--- config.mk ---
export PLATFORM = sky130hd
export DESIGN_NAME = pipe_hazard_unit_flat
export DESIGN_NICKNAME = d
export VERILOG_FILES = /design/src/rtl/pipe_hazard_unit_if.sv /design/src/rtl/pipe_hazard_unit.sv /design/src/flat_wrapper.sv
export SDC_FILE = /design/constraint.sdc
export NUM_CORES = 1
export LEC_CHECK = 0
export ABC_AREA = 1
export BUFFER_PORTS_ARGS = -buffer_cell sky130_fd_sc_hd__buf_4
export CORE_ASPECT_RATIO = 0.6
export CORE_MARGIN = 2
export CORE_UTILIZATION = 43
export DETAILED_ROUTE_END_ITERATION = 12
export GPL_TIMING_DRIVEN = 0
export HOLD_SLACK_MARGIN = 0.02
export PLACE_DENSITY = 0.66
export SYNTH_ARGS = -nofsm -noshare
export SYNTH_HDL_FRONTEND = slang
export SYNTH_SLANG_ARGS = --single-unit
export TNS_END_PERCENT = 5
--- constraint.sdc ---
create_clock -name Clk -period 2.99 [get_ports Clk]
set_clock_uncertainty 0.2 [all_clocks]
set_input_delay 0.1495 -clock Clk [delete_from_list [all_inputs] [get_ports Clk]]
set_output_delay 0.1495 -clock Clk [all_outputs]
set_load 0.02 [all_outputs]
--- src/rtl/pipe_hazard_unit_if.sv ---
// Hazard-unit bundle: ID/EX hazard inputs from the pipeline and the stall/flush enables plus status returned to it.
// Combinational controls, no backpressure; the master is the pipeline and the slave is the hazard unit.
interface pipe_hazard_unit_if #(
  parameter int REGFILE_ADDR_WIDTH = 5,
  parameter int STALL_CNT_WIDTH    = 32
);
  logic [REGFILE_ADDR_WIDTH-1:0] ID_Rs1_addr;
  logic [REGFILE_ADDR_WIDTH-1:0] ID_Rs2_addr;
  logic                          ID_Rs1_used;
  logic                          ID_Rs2_used;
  logic                          ID_Mem_wr_en;
  logic [REGFILE_ADDR_WIDTH-1:0] EX_Rd_addr;
  logic                          EX_Mem_rd_en;
  logic                          EX_Branch_taken;
  logic                          EX_Div_valid;
  logic                          PC_stall;
  logic                          IF_ID_stall;
  logic                          IF_ID_flush;
  logic                          ID_EX_stall;
  logic                          ID_EX_flush;
  logic                          Div_busy;
  logic                          Div_done;
  logic [STALL_CNT_WIDTH-1:0]    Stall_cycles;

  modport master (
    output ID_Rs1_addr, ID_Rs2_addr, ID_Rs1_used, ID_Rs2_used, ID_Mem_wr_en,
    output EX_Rd_addr, EX_Mem_rd_en, EX_Branch_taken, EX_Div_valid,
    input  PC_stall, IF_ID_stall, IF_ID_flush, ID_EX_stall, ID_EX_flush,
    input  Div_busy, Div_done, Stall_cycles
  );

  modport slave (
    input  ID_Rs1_addr, ID_Rs2_addr, ID_Rs1_used, ID_Rs2_used, ID_Mem_wr_en,
    input  EX_Rd_addr, EX_Mem_rd_en, EX_Branch_taken, EX_Div_valid,
    output PC_stall, IF_ID_stall, IF_ID_flush, ID_EX_stall, ID_EX_flush,
    output Div_busy, Div_done, Stall_cycles
  );
endinterface

--- src/rtl/pipe_hazard_unit.sv ---
// Stall/flush controller for load-use, taken branches and the multi-cycle divider, with a saturating stall counter.
// Controls are combinational from the inputs and the registered state; the block never waits on anyone else.
module pipe_hazard_unit #(
  parameter int REGFILE_ADDR_WIDTH = 5,
  parameter int DIV_CYCLES         = 8,
  parameter int STALL_CNT_WIDTH    = 32
) (
  input  logic              Clk,
  input  logic              Reset,
  pipe_hazard_unit_if.slave hz
);

  typedef enum logic {
    RUN      = 1'b0,
    DIV_WAIT = 1'b1
  } state_t;

  localparam logic [7:0] DIV_LOAD = 8'(DIV_CYCLES - 2);

  state_t                     r_state;
  logic [7:0]                 r_div_cnt;
  logic [STALL_CNT_WIDTH-1:0] r_stall_cycles;

  logic [REGFILE_ADDR_WIDTH-1:0] w_rs1;
  logic [REGFILE_ADDR_WIDTH-1:0] w_rs2;
  logic [REGFILE_ADDR_WIDTH-1:0] w_rd;
  logic w_rs1_hit;
  logic w_rs2_hit;
  logic w_load_use;
  logic w_div_start;
  logic w_div_stall;
  logic w_div_done;
  logic w_pc_stall;
  logic w_if_id_stall;
  logic w_if_id_flush;
  logic w_id_ex_stall;
  logic w_id_ex_flush;

  assign w_rs1 = hz.ID_Rs1_addr;
  assign w_rs2 = hz.ID_Rs2_addr;
  assign w_rd  = hz.EX_Rd_addr;

  // A store that depends on the load only through its data operand is covered by MEM store-data forwarding.
  assign w_rs1_hit  = hz.ID_Rs1_used && (w_rs1 == w_rd);
  assign w_rs2_hit  = hz.ID_Rs2_used && (w_rs2 == w_rd) && !(hz.ID_Mem_wr_en && (w_rs1 != w_rd));
  assign w_load_use = hz.EX_Mem_rd_en && (w_rd != '0) && (w_rs1_hit || w_rs2_hit);

  assign w_div_start = (r_state == RUN) && hz.EX_Div_valid && !hz.EX_Branch_taken;
  assign w_div_stall = w_div_start || ((r_state == DIV_WAIT) && (r_div_cnt != 8'd0));
  assign w_div_done  = (r_state == DIV_WAIT) && (r_div_cnt == 8'd0);

  always_comb begin
    w_pc_stall    = 1'b0;
    w_if_id_stall = 1'b0;
    w_if_id_flush = 1'b0;
    w_id_ex_stall = 1'b0;
    w_id_ex_flush = 1'b0;
    if (Reset) begin
      w_pc_stall = 1'b0;
    end else if (hz.EX_Branch_taken) begin
      w_if_id_flush = 1'b1;
      w_id_ex_flush = 1'b1;
    end else if (w_div_stall) begin
      w_pc_stall    = 1'b1;
      w_if_id_stall = 1'b1;
      w_id_ex_stall = 1'b1;
    end else if (w_load_use) begin
      w_pc_stall    = 1'b1;
      w_if_id_stall = 1'b1;
      w_id_ex_flush = 1'b1;
    end
  end

  assign hz.PC_stall     = w_pc_stall;
  assign hz.IF_ID_stall  = w_if_id_stall;
  assign hz.IF_ID_flush  = w_if_id_flush;
  assign hz.ID_EX_stall  = w_id_ex_stall;
  assign hz.ID_EX_flush  = w_id_ex_flush;
  assign hz.Div_busy     = !Reset && (r_state == DIV_WAIT);
  assign hz.Div_done     = !Reset && w_div_done;
  assign hz.Stall_cycles = r_stall_cycles;

  // The divide sequence keeps counting through a branch flush; only reset aborts it.
  always_ff @(posedge Clk) begin
    if (Reset) begin
      r_state        <= RUN;
      r_div_cnt      <= 8'd0;
      r_stall_cycles <= '0;
    end else begin
      case (r_state)
        RUN: begin
          if (w_div_start) begin
            r_state   <= DIV_WAIT;
            r_div_cnt <= DIV_LOAD;
          end
        end
        DIV_WAIT: begin
          if (r_div_cnt != 8'd0) begin
            r_div_cnt <= r_div_cnt - 8'd1;
          end else begin
            r_state <= RUN;
          end
        end
        default: begin
          r_state   <= RUN;
          r_div_cnt <= 8'd0;
        end
      endcase
      if (w_pc_stall && (r_stall_cycles != '1)) begin
        r_stall_cycles <= r_stall_cycles + STALL_CNT_WIDTH'(1);
      end
    end
  end

endmodule

--- src/flat_wrapper.sv ---
// flat-port wrapper written by rule: the top's interface ports become plain ports
module pipe_hazard_unit_flat 
#(
  parameter int REGFILE_ADDR_WIDTH = 5,
  parameter int DIV_CYCLES         = 8,
  parameter int STALL_CNT_WIDTH    = 32
)
  (Clk, Reset, hz_ID_Rs1_addr, hz_ID_Rs2_addr, hz_ID_Rs1_used, hz_ID_Rs2_used, hz_ID_Mem_wr_en, hz_EX_Rd_addr, hz_EX_Mem_rd_en, hz_EX_Branch_taken, hz_EX_Div_valid, hz_PC_stall, hz_IF_ID_stall, hz_IF_ID_flush, hz_ID_EX_stall, hz_ID_EX_flush, hz_Div_busy, hz_Div_done, hz_Stall_cycles);
  pipe_hazard_unit_if #(.REGFILE_ADDR_WIDTH(REGFILE_ADDR_WIDTH), .STALL_CNT_WIDTH(STALL_CNT_WIDTH)) hz_i ();
  input  logic Clk;
  input  logic Reset;
  input wire logic [$bits(hz_i.ID_Rs1_addr)-1:0] hz_ID_Rs1_addr;
  input wire logic [$bits(hz_i.ID_Rs2_addr)-1:0] hz_ID_Rs2_addr;
  input wire logic [$bits(hz_i.ID_Rs1_used)-1:0] hz_ID_Rs1_used;
  input wire logic [$bits(hz_i.ID_Rs2_used)-1:0] hz_ID_Rs2_used;
  input wire logic [$bits(hz_i.ID_Mem_wr_en)-1:0] hz_ID_Mem_wr_en;
  input wire logic [$bits(hz_i.EX_Rd_addr)-1:0] hz_EX_Rd_addr;
  input wire logic [$bits(hz_i.EX_Mem_rd_en)-1:0] hz_EX_Mem_rd_en;
  input wire logic [$bits(hz_i.EX_Branch_taken)-1:0] hz_EX_Branch_taken;
  input wire logic [$bits(hz_i.EX_Div_valid)-1:0] hz_EX_Div_valid;
  output wire logic [$bits(hz_i.PC_stall)-1:0] hz_PC_stall;
  output wire logic [$bits(hz_i.IF_ID_stall)-1:0] hz_IF_ID_stall;
  output wire logic [$bits(hz_i.IF_ID_flush)-1:0] hz_IF_ID_flush;
  output wire logic [$bits(hz_i.ID_EX_stall)-1:0] hz_ID_EX_stall;
  output wire logic [$bits(hz_i.ID_EX_flush)-1:0] hz_ID_EX_flush;
  output wire logic [$bits(hz_i.Div_busy)-1:0] hz_Div_busy;
  output wire logic [$bits(hz_i.Div_done)-1:0] hz_Div_done;
  output wire logic [$bits(hz_i.Stall_cycles)-1:0] hz_Stall_cycles;
  assign hz_i.ID_Rs1_addr = hz_ID_Rs1_addr;
  assign hz_i.ID_Rs2_addr = hz_ID_Rs2_addr;
  assign hz_i.ID_Rs1_used = hz_ID_Rs1_used;
  assign hz_i.ID_Rs2_used = hz_ID_Rs2_used;
  assign hz_i.ID_Mem_wr_en = hz_ID_Mem_wr_en;
  assign hz_i.EX_Rd_addr = hz_EX_Rd_addr;
  assign hz_i.EX_Mem_rd_en = hz_EX_Mem_rd_en;
  assign hz_i.EX_Branch_taken = hz_EX_Branch_taken;
  assign hz_i.EX_Div_valid = hz_EX_Div_valid;
  assign hz_PC_stall = hz_i.PC_stall;
  assign hz_IF_ID_stall = hz_i.IF_ID_stall;
  assign hz_IF_ID_flush = hz_i.IF_ID_flush;
  assign hz_ID_EX_stall = hz_i.ID_EX_stall;
  assign hz_ID_EX_flush = hz_i.ID_EX_flush;
  assign hz_Div_busy = hz_i.Div_busy;
  assign hz_Div_done = hz_i.Div_done;
  assign hz_Stall_cycles = hz_i.Stall_cycles;
  pipe_hazard_unit #(.REGFILE_ADDR_WIDTH(REGFILE_ADDR_WIDTH), .DIV_CYCLES(DIV_CYCLES), .STALL_CNT_WIDTH(STALL_CNT_WIDTH)) u_core (.Clk(Clk), .Reset(Reset), .hz(hz_i));
endmodule
* Yosys cells after proc, flatten, opt, wreduce, memory -nomap -nowiden
Index checks and enable logic that the tools add are counted.
** Word-level totals
- Flip-flop bits (word level) :: 41
- Input bits :: 23
- Output and inout bits :: 39
** Cells by class
- Reduce and logical (&&, ||, !) cells :: 22
- $add $sub $neg :: 2
- Bitwise gates (word level) :: 1
- Muxes and demuxes :: 18
- Equal/unequal tests :: 6
** Operator list (count)
- 32-bit by 1-bit adder with 32-bit output (second input constant) :: 1
- 32-bit inequality test (second input constant) :: 1
- 8-bit two-way mux :: 2
- 8-bit case mux with 2 select lines :: 1
- 1-bit two-way mux :: 14
- 1-bit logical AND :: 13
- 5-bit equality test :: 2
- 8-bit zero test :: 1
- 8-bit nonzero test :: 1
- 8-bit by 1-bit subtractor with 8-bit output (second input constant) :: 1
- 5-bit inequality test :: 1
- 5-bit nonzero test :: 1
- 1-bit zero test :: 3
- 1-bit logical OR :: 2
- 2-bit by 1-bit inequality test with 1-bit output (second input constant) :: 1
- 2-bit inequality test (second input constant) :: 1
- 1-bit case mux with 2 select lines :: 1
- 2-bit AND reduction :: 1
- 1-bit inverter :: 1

* Longest topological paths before layout
Gate-level depths: netlist of run 1.
- Depth after elaboration :: 11
- Depth in mapped cells :: 12
- Mapped depth without buffers :: 12

* Worst setup path after synthesis of run 1
Ideal clock, no wire load.
- Kind :: reg-to-reg
- Start point :: register u_core.r_stall_cycles[0] (netlist: u_core.hz.Stall_cycles[0])
- End point :: register u_core.r_stall_cycles[18] (netlist: u_core.hz.Stall_cycles[18])
- Path buffers :: 1
- Slack :: 856 ps
- Period minus slack after synthesis :: 2134 ps
- Arrival :: 1802 ps
- Data required time :: 2658 ps
- Library setup time :: 132 ps
- Stages on the path, launching flop included :: 12
- Path through :: dfxtp_1 -> ha_1 -> nand2_1 -> nor2_4 -> nand2_2 -> nor2_2 -> nand3_2 -> nor2_4 -> nand3_2 -> clkbuf_1 -> nand3_1 -> a21oi_1
** On the way
- Cells in the longest elaborated chain, start to end :: 2
** Ends and longest elaborated chain
- start: declaration :: RTL line pipe_hazard_unit.sv:22 : logic [STALL_CNT_WIDTH-1:0] r_stall_cycles;
- start signal: assignment :: RTL line pipe_hazard_unit.sv:110 : r_stall_cycles <= r_stall_cycles + STALL_CNT_WIDTH'(1);
- parallel branches: the longest is 2 deep, another holds 32-bit by 1-bit adder with 32-bit output
Parallel ways; which one is timed is not known.
A chain may end at the register's enable or synchronous reset.

* Worst setup path in the final report of run 1
- Start point :: register u_core.r_stall_cycles[0] (netlist: u_core.hz.Stall_cycles[0])
- End point :: register u_core.r_stall_cycles[17] (netlist: u_core.hz.Stall_cycles[17])
Same word-level chain as after synthesis.

==> results of run 1 <==
[logic make-up (layout without fill, tap and decap cells)]
logic type	after synthesis	count (layout)	synth area share [%]
AND/OR/NAND/NOR	236	236	39.41
buffers and inverters	57	125	9.340
AO/OA/AOI/OAI	50	50	9.619
flip-flops	41	41	30.48
XOR/XNOR	30	30	9.759
adder cells (fa/ha/maj)	3	3	1.394
[registers in the layout, summed over array words and instances (netlist names)]
signal and flops:
u_core.hz.Stall_cycles 32, u_core.r_div_cnt 8, u_core.r_state 1
[layout by cell type (no fill, tap or decap), types with 5 or more instances in the layout]
cell type / count
nand3_1: 45
clkbuf_8: 5
nand4_1: 5
o21ai_0: 7
xor2_1: 21
nor3_1: 21
inv_1: 39
xnor2_1: 9
dfxtp_1: 41
clkbuf_1: 11
nor2_1: 40
a21oi_1: 39
nand2_1: 109
buf_4: 64
[cells in the mapped netlist]
library cell  instances  area, um2
nand2_4               1      11.26
nor2_4                2      22.52
inv_1                39      146.4
o21ai_0               7      35.03
clkbuf_1              8      30.03
a211oi_1              1      7.510
buf_6                 3      33.78
nand3_2               3      30.03
o31ai_1               1      7.510
xnor2_1               9      78.83
nand2_1             109      409.1
nand4_1               5      31.28
a21boi_0              1      7.510
nor2_2                2      12.51
nor3b_1               1      7.510
xor2_1               21      183.9
a31oi_1               1      6.260
inv_2                 3      11.26
dfxtp_1              41      820.8
nor3_1               21      105.1
buf_4                 4      30.03
nor3_2                3      30.03
nor2_1               40      150.1
ha_1                  3      37.54
nand3b_1              1      7.510
nand3_1              45      225.2
nand2_2               3      18.77
a21oi_1              39      195.2
[power breakdown]
part	leakage [nW]	internal, W	switching [W]
combinational	0.982	0.0000759	0.000118
sequential	0.331	0.000562	0.0000103
clock	0.0395	0.000166	0.000191
total	1.35	0.000804	0.000319
[per-layer routing]
layer	global-route usage (%)	wire length, um	vias up
met4	4.276	62	0
met3	4.861	473	6
met1	36.79	4229	1286
li1	-	-	1485
met5	0	0	-
met2	35.42	3013	83
[path summary, 6_finish.rpt]
| check | start | endpoint | slack [ns] | cells past startpoint |
|---|---|---|---|---|
| worst max-delay path | u_core.hz.Stall_cycles[0]$_SDFFE_PP0P_ | u_core.hz.Stall_cycles[17]$_SDFFE_PP0P_ | 0.56 | 11 |
| worst min-delay path | hz_EX_Branch_taken | u_core.r_div_cnt[2]$_SDFFE_PP0P_ | 0.04 | 4 |
| worst max register to register | u_core.hz.Stall_cycles[0]$_SDFFE_PP0P_ | u_core.hz.Stall_cycles[17]$_SDFFE_PP0P_ | 0.56 | 11 |
| worst min register to register | u_core.r_div_cnt[4]$_SDFFE_PP0P_ | u_core.r_div_cnt[4]$_SDFFE_PP0P_ | 0.27 | 1 |
[through the flow]
stage	hold WS, ns	total power [W]	setup slack, ns	instance area (um2)
floorplan	0.1668	0.0007095	0.8558	2693
global placement	0.2370	0.0007733	0.6287	3248
detailed placement	0.2593	0.0007773	0.6007	3248
CTS	0.02387	0.001127	0.5850	3328
global route	0.04611	0.001184	0.3691	3328
finish	0.03593	0.001123	0.5574	3328
[worst max-delay path: stages, from the launching register on]
cell and delay [ns]:
dfxtp_1 0.41, ha_1 0.29, nand2_1 0.12, nor2_4 0.14
nand2_2 0.12, nor2_2 0.12, nand3_2 0.10, nor2_4 0.13
nand3_2 0.10, clkbuf_1 0.30, nand3_1 0.19, a21oi_1 0.07
[area by class of cell]
class / instances / area, um2 / share of cell area (%)
multi-input cells: 319 / 1620 / 48.68
well taps: 84 / 105.1 / 3.158
clock buffers: 8 / 80.08 / 2.406
flip-flops and latches: 41 / 820.8 / 24.66
repair buffers: 60 / 450.4 / 13.53
inverters: 42 / 157.7 / 4.737
plain buffers: 15 / 93.84 / 2.820
==> flow_summary.yaml, run 1 <==
grt:
  grt.overflow.total: 0
  grt_pass1_vias: 2699
  grt_start_max_net_pins: 12
  grt_pass1_wl_um: 13320
  grt_usage_pct: 24.22
  antenna_found_initial: 0
timing:
  slew_headroom_pct: 60.79
  period_share_pct: 81.36
  rsz0062_at_grt: "no"
  clock.fmax_ghz: 0.4111
  finalSetupViolCount: 0
  tightest_slew_ns: 0.5881
  finalMaxSlewViolations: 0
  hold_violations: 0
  tns_ns: 0
  fin_crit_ns: 2.433
synth:
  yosysSeqAreaShare_pct: 30.48
  syn_avg_cell_area_um2: 6.457
  yosys_warnings: 0
  syn-num-nets: 443
  netlist_area_mm2: 0.002693
  ys_seq_elements: 41
  syn_inst: 417
  synth_cell_type_count: 28
placement:
  port_buffers: 60
  gp_congestion: 0.9674
  place_hpwl_um: 6328
  place_inst: 561
cells_and_area:
  area_growth_pct: 23.61
  fillers: 605
  antenna_cells: 0
  nets: 510
  fin_cells: 569
  final_util_pct: 54.71
  drive_gt1_share_pct: 18.35
detailed_routing:
  first_pass_iters: 5
  antenna_left: 0
  first_iter_violations: 147
  viasPerCell: 5.026
  vias: 2860
  wirelength_um: 7779
  drcViolationCount: 0
  wl_per_cell_um: 13.67
worst_setup_path:
  critPathKind: "flip-flop to flip-flop"
  worstPathRequired_ns: 2.94
  critPathLaunchType: "flip-flop"
  worstPathArrival_ns: 2.39
  cp_max_fo: 10
  cp-end-kind: "flip-flop"
clocking:
  hold_buffers: 0
  cts_setup_buffers: 0
  insertion_delay_ns: 0.29
  cts_resized: 0
  cts.htree.levels: 2
  clk_path_buf_depth: 2
  cts_tree: "yes"
  cts_root_buf: "clkbuf_8"
  clock-sinks: 41
  cts_buffers: 5
  clk_pin_slew_ns: 0.08
floorplan:
  die_width_um: 106.2
  dieArea_mm2: 0.006932
  start_util_pct: 44.26
  io_pins: 62
  coreArea_mm2: 0.006083
  rows: 22
  die_y_um: 65.30
min_path:
  hold_path_class: "primary input to flip-flop"
flow_run:
  max-cap-violations: 0
power_and_ir_drop:
  leakage_nw: 1.353
  power.density_mw_per_mm2: 337.6
  ir_drop_v: 0.0001967
outcome:
  status: "completed"
Note: power is estimated with default switching activity, not from simulation.
==> run 2: changes to the inputs <==
- clock period: 2.99 -> 2.4 ns (I/O delays scaled with it)
==> run 2 against run 1 <==
Effect of this change: total power is 25% higher; non-clock buffer count is 2 higher; die area stayed put; worst hold slack better by 0.035 ns; cell area is 1.3% higher; critical path type is now primary input to output port.
==> flow_summary.yaml, run 2 (synthesis results as in run 1) <==
timing:
  clock.fmax_ghz: 0.4437
  finalSetupViolCount: 0
  period_share_pct: 93.91
  slew_headroom_pct: 60.88
  finalMaxSlewViolations: 0
  tns_ns: 0
  tightest_slew_ns: 0.5868
  rsz0062_at_grt: "no"
  fin_crit_ns: 2.254
  hold_violations: 0
grt:
  use_met3_pct: 4.861
  grt_pass1_wl_um: 13320
  use_met2_pct: 35.42
  grt.overflow.total: 0
  grtUsageMet1_pct: 36.79
  grt_pass1_vias: 2701
  grt_usage_pct: 24.22
  grt_start_max_net_pins: 12
  grt-busiest-layer: "met1"
  antenna_found_initial: 0
outcome:
  status: "completed"
placement:
  port_buffers: 60
  place_hpwl_um: 6328
  place_area_mm2: 0.003248
  gp_congestion: 0.9674
clocking:
  clk_pin_slew_ns: 0.08
  clk_path_buf_depth: 2
  clock-sinks: 41
  insertion_delay_ns: 0.29
  cts.htree.levels: 2
  cts_tree: "yes"
  cts_root_buf: "clkbuf_8"
  cts_buffers: 5
worst_setup_path:
  worstPathArrival_ns: 1.93
  worstPathRequired_ns: 2.08
  cpPeakStageDelay_ns: 0.53
  cp_max_fo: 11
  crit_buf_inv: 6
  critPathKind: "primary input to output port"
  cp_top_family: "buffers and inverters"
  path_common_cell: "buf_4"
  path_cells: "dlygate4sd3_1 > buf_4 > nor3_2 > inv_1 > nand2_2 > nand3_2 > nand2_4 > buf_6 > buf_4 > buf_4"
  critPathLaunchType: "primary input"
  cpMaxStageDelayCell: "dlygate4sd3_1"
  cp-end-kind: "output port"
detailed_routing:
  wirelength_um: 7873
  viasPerCell: 5.093
  vias: 2908
  drcViolationCount: 0
  wl_per_cell_um: 13.79
  first_iter_violations: 169
  first_pass_iters: 5
  antenna_left: 0
floorplan:
  rows: 22
  coreArea_mm2: 0.006083
  io_pins: 62
  die_width_um: 106.2
  dieArea_mm2: 0.006932
  die_y_um: 65.30
  start_util_pct: 44.26
cells_and_area:
  antenna_cells: 0
  final_common_cell: "nand2_1"
  drive_gt1_share_pct: 19.71
  area_growth_pct: 25.19
  largest_register_ffs: 32
  final_cell_mix: "nand2_1, buf_4, nand3_1"
  fin_area_mm2: 0.003371
  nets: 512
min_path:
  hold_path_class: "primary input to flip-flop"
power_and_ir_drop:
  leakage_nw: 1.365
  power.density_mw_per_mm2: 417.5
  ir_drop_v: 0.0002467
flow_run:
  max-cap-violations: 0
-- run 2: cell count changes in the layout (fill, tap and decap cells not counted), sizes merged --
cell / change
dlygate4sd3: +1
buf: +3
clkbuf: -2
-- run 2: routing by layer --
metal  part of all wire (%)  vias to the layer above
li1                       -                     1489
met1                     53                     1320
met2                     40                       93
met3                    6.1                        6
met4                   0.77                        0
met5                      0                        -
-- run 2: final timing paths --
| kind | startpoint | to | slack [ns] | depth (start not counted) |
|---|---|---|---|---|
| worst max-delay path | hz_EX_Branch_taken | hz_PC_stall | 0.15 | 10 |
| worst min-delay path | hz_EX_Div_valid | u_core.r_div_cnt[6]$_SDFFE_PP0P_ | 0.07 | 4 |
| worst max register to register | u_core.hz.Stall_cycles[0]$_SDFFE_PP0P_ | u_core.hz.Stall_cycles[30]$_SDFFE_PP0P_ | 0.15 | 12 |
| worst min register to register | u_core.r_div_cnt[7]$_SDFFE_PP0P_ | u_core.r_div_cnt[7]$_SDFFE_PP0P_ | 0.29 | 2 |
-- run 2: repair_timing --
action,4_1_cts,5_1_grt
setup endpoints to repair,4,33
hold buffers,1,0
hold endpoints to repair,2,0
pin swaps,0,1
buffers inserted,0,1
resized for setup,1,11
-- run 2: stage by stage --
| stage | utilization [%] | setup WS [ns] | hold slack (ns) | std cells | total power [W] |
|---|---|---|---|---|---|
| after global routing | 55.41 | 0.003932 | 0.09303 | 571 | 0.001485 |
| final | 55.41 | 0.1461 | 0.07102 | 571 | 0.001407 |
| after global placement | 53.39 | 0.03872 | 0.2370 | 561 | 0.0009634 |
| after floorplan | - | 0.2658 | 0.1373 | 417 | 0.0008839 |
| after CTS | 54.90 | 0.004851 | 0.06178 | 570 | 0.001405 |
| after detailed placement | 53.39 | 0.01068 | 0.2593 | 561 | 0.0009684 |
-- run 2: cell type report --
class / count / area (um2)
fill: 602 / 2713
inverter: 42 / 157.7
tap: 84 / 105.1
sequential: 41 / 820.8
multi-input combinational: 319 / 1638
clock buffer: 8 / 80.08
timing repair buffer: 62 / 467.9
buffer: 15 / 101.3
-- run 2: power breakdown --
part / total (W) / internal (W) / leakage (nW) / switching, W
logic: 0.000250 / 0.000100 / 0.994 / 0.000150
registers: 0.000714 / 0.000700 / 0.331 / 0.0000140
clock network: 0.000443 / 0.000207 / 0.0395 / 0.000236
-- run 2: worst register-to-register path: stages (launching register included) --
cell and delay [ns]:
dfxtp_1 0.45, ha_4 0.20, nand2_1 0.09, nor2_4 0.14, nand2_2 0.12, nor2_2 0.12, nand3_2 0.11, nor2_4 0.13
nand3_2 0.10, nand2_2 0.15, buf_6 0.16, nand2_1 0.06, a21oi_1 0.14
==> run 3: changes to the inputs <==
==> constraint.sdc (replaced) <==
create_clock -name Clk -period 2.4 [get_ports Clk]
set_clock_uncertainty 0.2 [all_clocks]
set_input_delay 0.72 -clock Clk [delete_from_list [all_inputs] [get_ports Clk]]
set_output_delay 0.72 -clock Clk [all_outputs]
set_load 0.02 [all_outputs]
==> run 3 against run 2 <==
Effect of this change: the flow now finishes with violations (negative setup slack); count of clock-buffer cells in the layout decreased by 2; non-clock buffer count grew 5; utilization rose by 5.2 points; sequential share of layout area down 2.0 points; critical path type unchanged.
==> flow_summary.yaml, run 3 (synthesis results as in run 1) <==
power_and_ir_drop:
  ir_drop_v: 0.0002778
  power.density_mw_per_mm2: 448.5
  leakage_nw: 1.459
placement:
  place_hpwl_um: 6435
  post-place-ws_ns: -0.6759
  port_buffers: 60
  gp_congestion: 0.9327
floorplan:
  die_y_um: 65.30
  start_util_pct: 44.26
  die_width_um: 106.2
  rows: 22
  io_pins: 62
  coreArea_mm2: 0.006083
  dieArea_mm2: 0.006932
timing:
  period_share_pct: 111.1
  finalMaxSlewViolations: 0
  finalSetupViolCount: 5
  hold_violations: 0
  fin_ws_ns: -0.2653
  rsz0062_at_grt: "yes"
  clock.fmax_ghz: 0.3752
  fin_crit_ns: 2.665
  tightest_slew_ns: 0.6362
  slew_headroom_pct: 57.59
detailed_routing:
  viasPerCell: 5.241
  first_pass_iters: 5
  antenna_left: 0
  first_iter_violations: 226
  drcViolationCount: 0
  wl_per_cell_um: 14.71
  wirelength_um: 8474
  vias: 3019
grt:
  grt_pass1_vias: 2773
  grt_start_max_net_pins: 14
  grt.overflow.total: 0
  antenna_found_initial: 0
  grt_usage_pct: 25.73
  grt_pass1_wl_um: 13830
cells_and_area:
  antenna_cells: 0
  largest_register_ffs: 32
  final_cell_mix: "nand2_1, buf_4, nand3_1"
  nets: 517
  area_growth_pct: 36.85
  drive_gt1_share_pct: 30.08
  final_common_cell: "nand2_1"
  final_util_pct: 60.57
outcome:
  failed_checks: "negative setup slack"
  status: "finished, violations left"
clocking:
  clock-sinks: 41
  cts_buffers: 5
  clk_path_buf_depth: 2
  cts_root_buf: "clkbuf_8"
  cts_tree: "yes"
  cts.htree.levels: 2
  clk_pin_slew_ns: 0.09
  insertion_delay_ns: 0.30
worst_setup_path:
  worstPathArrival_ns: 1.75
  cp_max_fo: 3
  critPathKind: "primary input to output port"
  cp-end-kind: "output port"
  critPathLaunchType: "primary input"
  worstPathRequired_ns: 1.48
flow_run:
  max-cap-violations: 0
min_path:
  hold_path_class: "flip-flop to flip-flop"
-- run 3: path summary, 6_finish.rpt --
kind | end | cells after the start | slack, ns | startpoint
max | hz_PC_stall | 10 | -0.27 | hz_ID_Rs2_addr[0]
min | u_core.r_div_cnt[4]$_SDFFE_PP0P_ | 1 | 0.28 | u_core.r_div_cnt[4]$_SDFFE_PP0P_
min reg2reg | u_core.r_div_cnt[4]$_SDFFE_PP0P_ | 1 | 0.28 | u_core.r_div_cnt[4]$_SDFFE_PP0P_
max reg2reg | u_core.hz.Stall_cycles[0]$_SDFFE_PP0P_ | 15 | 0.13 | u_core.r_div_cnt[4]$_SDFFE_PP0P_
-- run 3: cell type report --
class / instances / area [um2]
Multi-Input combinational cell: 319 / 1780
Buffer: 14 / 106.4
Clock inverter: 2 / 37.54
Tap cell: 84 / 105.1
Clock buffer: 6 / 82.58
Inverter: 42 / 180.2
Sequential cell: 41 / 824.5
Fill cell: 591 / 2399
Timing Repair Buffer: 68 / 568.0
-- run 3: critical path, stage by stage --
cell     delay (ns)
buf_4          0.12
nand2_2        0.07
nand2_2        0.06
nor2_4         0.10
nand4_1        0.15
nand2_2        0.12
nand3_2        0.10
nand2_4        0.11
buf_6          0.10
buf_6          0.10
-- run 3: what timing repair did --
item / in CTS / in global routing
buffers inserted: 6 / 2
setup endpoints to repair: 19 / 38
hold buffers: 0 / 0
gates resized for setup: 44 / 39
pin swaps: 16 / 9
-- run 3: per-layer routing --
layer	vias to the layer above	wire length (um)	GRT usage, %	share of wire [%]
met1	1402	4337	39.77	51
met5	-	0	0	0
li1	1499	-	-	-
met2	106	3418	36.54	40
met3	12	602	4.365	7.1
met4	0	114	6.250	1.3
-- run 3: report_power, final --
group	leakage (nW)	internal (W)	switching, W
combinational	1.07	0.000144	0.000186
clock	0.0574	0.000339	0.000266
sequential	0.333	0.000702	0.0000167
-- run 3: stage by stage --
stage | instances | setup TNS, ns | total power, W | instance area, um2 | hold slack (ns)
3_3_place_gp | 561 | -4.348 | 0.0009697 | 3286 | 0.2383
6_report | 576 | -0.8445 | 0.001653 | 3685 | 0.2817
4_1_cts | 574 | -0.8453 | 0.001620 | 3566 | 0.2504
5_1_grt | 576 | -1.570 | 0.001719 | 3685 | 0.2970
3_5_place_dp | 561 | -5.809 | 0.0009768 | 3286 | 0.2611
2_1_floorplan | 417 | -0.5342 | 0.0008890 | 2730 | 0.2229
